===== config.mk =====
export PLATFORM = sky130hd
export DESIGN_NAME = wb_stage
export DESIGN_NICKNAME = d
export VERILOG_FILES = /design/src/rtl/cpu_pkg.sv /design/src/rtl/load_ext.sv /design/src/rtl/wb_stage.sv
export SDC_FILE = /design/constraint.sdc
export NUM_CORES = 1
export LEC_CHECK = 0
export ABC_AREA = 1
export BUFFER_PORTS_ARGS = -buffer_cell sky130_fd_sc_hd__buf_2
export CAP_MARGIN = 0
export CELL_PAD_IN_SITES_DETAIL_PLACEMENT = 0
export CELL_PAD_IN_SITES_GLOBAL_PLACEMENT = 1
export CORE_ASPECT_RATIO = 2
export CORE_MARGIN = 2
export CORE_UTILIZATION = 36
export DETAILED_ROUTE_END_ITERATION = 7
export GPL_TIMING_DRIVEN = 1
export PLACE_DENSITY_LB_ADDON = 0.12
export REMOVE_ABC_BUFFERS = 1
export SLEW_MARGIN = 20
export SYNTH_ARGS = -nofsm -noshare
export SYNTH_HDL_FRONTEND = slang
export SYNTH_SLANG_ARGS = --single-unit

===== constraint.sdc =====
create_clock -name clk -period 2.9 [get_ports clk]
set_clock_uncertainty 0.1 [all_clocks]
set_input_delay 0.145 -clock clk [delete_from_list [all_inputs] [get_ports clk]]
set_output_delay 0.145 -clock clk [all_outputs]
set_load 0.01 [all_outputs]

===== src/rtl/cpu_pkg.sv =====
// Shared CPU definitions: load-type encodings and the hardwired zero register.
// The encodings follow the RISC-V funct3 values for loads.
package cpu_pkg;

  localparam logic [2:0] LT_LB  = 3'b000;
  localparam logic [2:0] LT_LH  = 3'b001;
  localparam logic [2:0] LT_LW  = 3'b010;
  localparam logic [2:0] LT_LBU = 3'b100;
  localparam logic [2:0] LT_LHU = 3'b101;

  localparam logic [4:0] REG_ZERO = 5'd0;

endpackage


===== src/rtl/load_ext.sv =====
// Load extraction: selects the addressed byte/halfword of a raw memory word,
// sign- or zero-extends it, and flags misaligned word/halfword accesses.
// Purely combinational; only instantiated when WB_LOAD_EXT_EN is defined.
module load_ext
  import cpu_pkg::*;
(
  input  logic [31:0] raw,
  input  logic [1:0]  offset,
  input  logic [2:0]  loadtype,
  output logic [31:0] data,
  output logic        misaligned
);

  logic [15:0] half;
  logic [7:0]  bsel;

  // Pick the lane, then extend according to the load type.
  always_comb begin
    data       = raw;
    misaligned = 1'b0;
    half       = offset[1] ? raw[31:16] : raw[15:0];
    case (offset)
      2'd0:    bsel = raw[7:0];
      2'd1:    bsel = raw[15:8];
      2'd2:    bsel = raw[23:16];
      default: bsel = raw[31:24];
    endcase
    case (loadtype)
      LT_LW: begin
        data       = raw;
        misaligned = (offset != 2'd0);
      end
      LT_LH: begin
        data       = {{16{half[15]}}, half};
        misaligned = offset[0];
      end
      LT_LHU: begin
        data       = {16'h0000, half};
        misaligned = offset[0];
      end
      LT_LB:   data = {{24{bsel[7]}}, bsel};
      LT_LBU:  data = {24'h000000, bsel};
      // Unknown encodings fall back to a whole-word load with no alignment check.
      default: data = raw;
    endcase
  end

endmodule


===== src/rtl/wb_stage.sv =====
// MEM/WB pipeline register with load extraction in front of it, a write
// enable qualifier, a registered misaligned-load flag and a retired-write counter.
// Build option: define WB_LOAD_EXT_EN to get sub-word loads and misalignment
// detection; otherwise loads pass the raw memory word and misalign_o stays 0.
module wb_stage
  import cpu_pkg::*;
#(
  parameter int CNT_W = 32
) (
  input  logic             clk,
  input  logic             rst_n,
  input  logic             valid_i,
  input  logic             regwrite_i,
  input  logic             memtoreg_i,
  input  logic [4:0]       writereg_i,
  input  logic [31:0]      aluout_i,
  input  logic [31:0]      readdata_i,
  input  logic [2:0]       loadtype_i,
  input  logic             stall_i,
  input  logic             flush_i,
  output logic             we3_o,
  output logic [4:0]       wa3_o,
  output logic [31:0]      wd3_o,
  output logic             misalign_o,
  output logic [CNT_W-1:0] wcount_o
);

  logic [31:0] load_data;
  logic        load_mis;

`ifdef WB_LOAD_EXT_EN
  load_ext u_load_ext (
    .raw        (readdata_i),
    .offset     (aluout_i[1:0]),
    .loadtype   (loadtype_i),
    .data       (load_data),
    .misaligned (load_mis)
  );
`else
  logic unused_loadtype;
  assign unused_loadtype = ^loadtype_i;
  assign load_data       = readdata_i;
  assign load_mis        = 1'b0;
`endif

  logic [31:0] result;
  logic        mis_next;
  logic        we_next;
  logic        capture;

  // Next-state values for the pipeline register; a flush kills both flags.
  always_comb begin
    result   = memtoreg_i ? load_data : aluout_i;
    mis_next = valid_i & memtoreg_i & load_mis & ~flush_i;
    we_next  = valid_i & regwrite_i & (writereg_i != REG_ZERO)
             & ~(valid_i & memtoreg_i & load_mis) & ~flush_i;
    // Flush overrides stall so a killed instruction never lingers as a write.
    capture  = flush_i | ~stall_i;
  end

  // Pipeline register and committed-write counter.
  always_ff @(posedge clk or negedge rst_n) begin
    if (!rst_n) begin
      we3_o      <= 1'b0;
      wa3_o      <= 5'd0;
      wd3_o      <= 32'd0;
      misalign_o <= 1'b0;
      wcount_o   <= '0;
    end else if (capture) begin
      we3_o      <= we_next;
      wa3_o      <= writereg_i;
      wd3_o      <= result;
      misalign_o <= mis_next;
      if (we_next) begin
        wcount_o <= wcount_o + CNT_W'(1);
      end
    end
  end

endmodule


== Word-level counts from Yosys, hierarchy flattened ==
Index checks and enable logic that the tools add are counted.
Storage, ports and cells
  register bits after elaboration: 70
  bits of input ports: 79
  word-level logic and storage cells: 14
Operators by class
  add/sub/neg operators: 1
  muxes and demuxes: 1
  bitwise logic cells: 6
  reduce and logical (&&, ||, !) cells: 2
Operator list (number)
  32-bit by 1-bit adder with 32-bit output, second input constant: 1
  32-bit two-way mux: 1
  5-bit nonzero test: 1
  1-bit AND: 3
  1-bit NOT: 2
  2-bit AND reduction: 1
  1-bit bitwise OR: 1

== Logic depth before layout (Yosys ltp) ==
  depth after elaboration: 4
  mapped depth: 9
  gate-level depth less buffers: 9

== Least setup slack after synthesis ==
OpenSTA, ideal clock, no wires.
  kind: reg-to-reg
  start point: reg wcount_o[0]
  end point: reg wcount_o[30]
  library setup time: 0.117 ns
  arrival: 1.301 ns
  slack: 1.382 ns
  stages on the path, launching flop included: 9
  path buffers: 0
  cell sequence: dfrtp_1 -> ha_1 -> inv_1 -> nor2_4 -> nand3_4 -> nor2_8 -> nand3_1 -> nand2_1 -> nand2_1
Between the ends
  word-level cells in the longest chain between the ends: 1
Ends and longest elaborated chain
  start, declared: RTL line wb_stage.sv:25  | output logic [CNT_W-1:0] wcount_o
  start signal, assigned: RTL line wb_stage.sv:75  | wcount_o <= wcount_o + CNT_W'(1);
  32-bit by 1-bit adder with 32-bit output: RTL line wb_stage.sv:75
Every way passes these cells.
A chain may end at the register's enable or synchronous reset.

== Worst setup path in the final report ==
  start point: in stall_i
  end point: reg wd3_o[14]
Between the ends
  word-level cells in the longest chain between the ends: 2
Ends and longest elaborated chain
  start, declared: RTL line wb_stage.sv:19  | input logic stall_i,
  1-bit NOT: RTL line wb_stage.sv:58  | capture = flush_i | ~stall_i;
  1-bit bitwise OR: RTL line wb_stage.sv:58
  end signal, assigned: RTL line wb_stage.sv:72  | wd3_o <= result;
  end, declared: RTL line wb_stage.sv:23  | output logic [31:0] wd3_o,
Every way passes these cells.

==> run_results.csv <==
group,metric,value,unit
clock_tree,cts_sinks,70,
detailed_routing,ant_nets,0,
setup_path,reg2reg_depth,8,
worst_hold_path,holdCritPathClass,"input pin to flip-flop",
logic_synthesis,yosysWarnings,0,
global_route,use_met1,0.216,
die,fp.coreArea,9700,um^2
placement,port-buffer-count,145,
setup_path,r2r_start,"wcount_o[0]$_DFFE_PN0P_",
logic_synthesis,synth-seq-cells,70,
die,die-area,10800,um^2
logic_synthesis,avgSynthCellArea,7.93,um^2
clock_tree,htreeDepth,3,
setup_path,reg2reg_to,"wcount_o[30]$_DFFE_PN0P_",
global_route,grtUsageTotal,0.209,
detailed_routing,vias,3707,
logic_synthesis,syn_inst,450,
clock_tree,cts_setup_buffers,0,
clock_tree,clock_latency,0.33,ns
logic_synthesis,syn_area,3570,um^2
die,rows,51,
clock_tree,cts.path.max_buffers,2,
logic_synthesis,ys_seq_area_frac,0.491,
setup_path,r2r_slack,1.26,ns
setup_path,arrival,2.59,ns
logic_synthesis,ys_types,29,
setup_path,critPathLaunchType,"input pin",
sta,fmax,413,MHz
setup_path,setup.worst_path.class,"input pin to flip-flop",
setup_path,startpoint,"stall_i",
detailed_routing,avgRoutedWirePerCell,13.3,um
detailed_routing,viasPerCell,4.63,
detailed_routing,drt_iter0_drc,112,
clock_tree,numCtsBuffers,9,
global_route,grtUsageMet3,0.0596,
placement,hpwl,7580,um
detailed_routing,dr.pass1.iters,4,
cells_and_area,layout.nets,744,
worst_hold_path,hold_start,"flush_i",
setup_path,worstPathRequired,3.07,ns
detailed_routing,postRouteWirelength,10600,um
sta,final-max-slew-violation-count,0,
setup_path,endpoint_kind,"flip-flop",
power,ir_drop,0.378,mV
sta,max-slew-margin-rel,0.427,
run_status,status,"completed",
setup_path,cp-endpoint,"wd3_o[14]$_DFFE_PN0N_",
global_route,grt_pass1_vias,3649,
sta,rsz0062_at_grt,"no",
cells_and_area,fill_cells,948,
die,die_h,145,um
die,io_pins,150,
placement,globalplace.congestion,0.840,
clock_tree,root_buffer,"clkbuf_16",
setup_path,critPathMaxFanout,40,
clock_tree,cts_resized,0,
sta,hold_viol_final,0,
cells_and_area,syn2layout_area_growth,53.9,%
global_route,antenna_found_initial,0,
die,start_util,0.368,
global_route,grt_busiest_layer,"met2",
cells_and_area,fin_util,0.566,
cells_and_area,antenna_cells,0,
sta,finalCritPeriodShare,0.835,
logic_synthesis,ys.flop_type,"dfrtp_1",
power,power_leakage,2.74,nW
sta,tns,0,ns
run,drv_cap,0,
clock_tree,cts_tree,"done",
global_route,grt_max_degree,41,
clock_tree,cts_hold_buffers,71,
sta,worst_pin_slew,0.860,ns
cells_and_area,drive_above_1_share,0.290,
global_route,grt_first_pass_wirelength,17100,um
die,die_width,74.4,um
power,p_per_area,537,nW/um^2
clock_tree,cts.reportedPaths.clkPinSlew,0.06,ns
logic_synthesis,async_flop_share,1.00,
global_route,grt-ovfl-total,0,
global_route,use_met2,0.385,
logic_synthesis,synth_edf_count,0,
sta,fin_crit,2.42,ns
detailed_routing,drc,0,
sta,setup_violations,0,
==> layer usage <==
| layer | part of all wire | up-vias |
|---|---|---|
| met5 | 0 | - |
| met3 | 0.053 | 13 |
| met1 | 0.37 | 1729 |
| met2 | 0.56 | 107 |
| li1 | - | 1858 |
| met4 | 0.020 | 0 |
==> cells by family after synthesis <==
logic type | Yosys count | synth area share
buf+inv | 46 | 0.0536
simple gates | 275 | 0.340
compound gates | 41 | 0.0687
other cells | 1 | 0.00105
flops | 70 | 0.491
mux | 4 | 0.0126
fa+ha+maj | 1 | 0.00351
xor+xnor | 12 | 0.0295
==> synth_stat cells, types with 4 or more instances <==
master    instances  area share
dfrtp_1          70        0.49
nand2_2           4      0.0070
inv_1            28       0.029
xor2_1            9       0.022
nor2_1           66       0.069
nand3b_1          8       0.017
buf_2             6      0.0084
clkbuf_1          8      0.0084
nand4_1           6       0.011
nor2_2           11       0.019
mux2_2            4       0.013
o21ai_1           5      0.0070
nor2_4            4       0.013
a31oi_1          32       0.056
nand3_1          13       0.018
nand2_1         156        0.16
==> sequential cells by signal, indices dropped and copies added (netlist names) <==
name / cells
wa3_o: 5
we3_o: 1
wcount_o: 32
wd3_o: 32
==> how the worst min path moves through the flow <==
stage,to,slack (ns),depth (start not counted)
floorplan,wa3_o[0]$_DFFE_PN0N_,-0.25,0
global placement,wcount_o[16]$_DFFE_PN0P_,0.20,1
detailed placement,wcount_o[16]$_DFFE_PN0P_,0.20,1
CTS,we3_o$_DFFE_PN0N_,0.007,4
global route,we3_o$_DFFE_PN0N_,0.009,4
finish,we3_o$_DFFE_PN0N_,0.01,4
==> where the power goes <==
part           switching (mW)  total (mW)  internal (mW)
combinational           0.223       0.471          0.248
clock                   0.425        1.35          0.927
sequential             0.0676        1.13           1.06
total                   0.716        2.95           2.23
==> final cells by class <==
type                    count  area, um^2  share of cell area
clock buffers              10         229              0.0417
clock inverters             6         134              0.0244
inverters                  30         113              0.0205
multi-input cells         334        1630               0.296
flip-flops and latches     70        1750               0.319
well taps                 132         165              0.0301
repair buffers            219        1470               0.268
==> worst max-delay path, cell delays in order <==
cell	delay (ns)
dlygate4sd3_1	0.53
buf_2	0.14
nand2_2	0.52
buf_4	0.42
nor2_1	0.08
a31oi_1	0.15
dlygate4sd3_1	0.57
==> stage by stage <==
step	area, um^2	hold WS (ns)	cells	power, mW	setup slack, ns
after global placement	4420	0.201	714	1.50	1.23
after global routing	5490	0.00912	801	3.09	0.343
after CTS	5490	0.00748	801	2.98	0.540
final	5490	0.0129	801	2.95	0.479
after detailed placement	4420	0.205	714	1.51	1.21
after floorplan	3490	-0.251	434	1.31	0.955
==> cell usage in the layout, fill, tap and decap left out, types with 2 or more instances in the layout <==
cell type,n
o21ai_0,3
nor2_4,4
nand4_1,6
mux2_2,4
inv_2,2
dfrtp_1,70
o21ai_1,5
nor3_1,2
buf_4,2
a31oi_1,32
xnor2_1,3
nand2_2,5
inv_1,28
buf_2,145
nor2_1,66
xor2_1,9
nor2_2,11
dlygate4sd3_1,71
nand3_1,13
bufinv_16,4
clkbuf_16,9
nand2_1,155
nand3b_1,8
nand3_2,2
No activity file was read; power rests on OpenSTA's default activity.
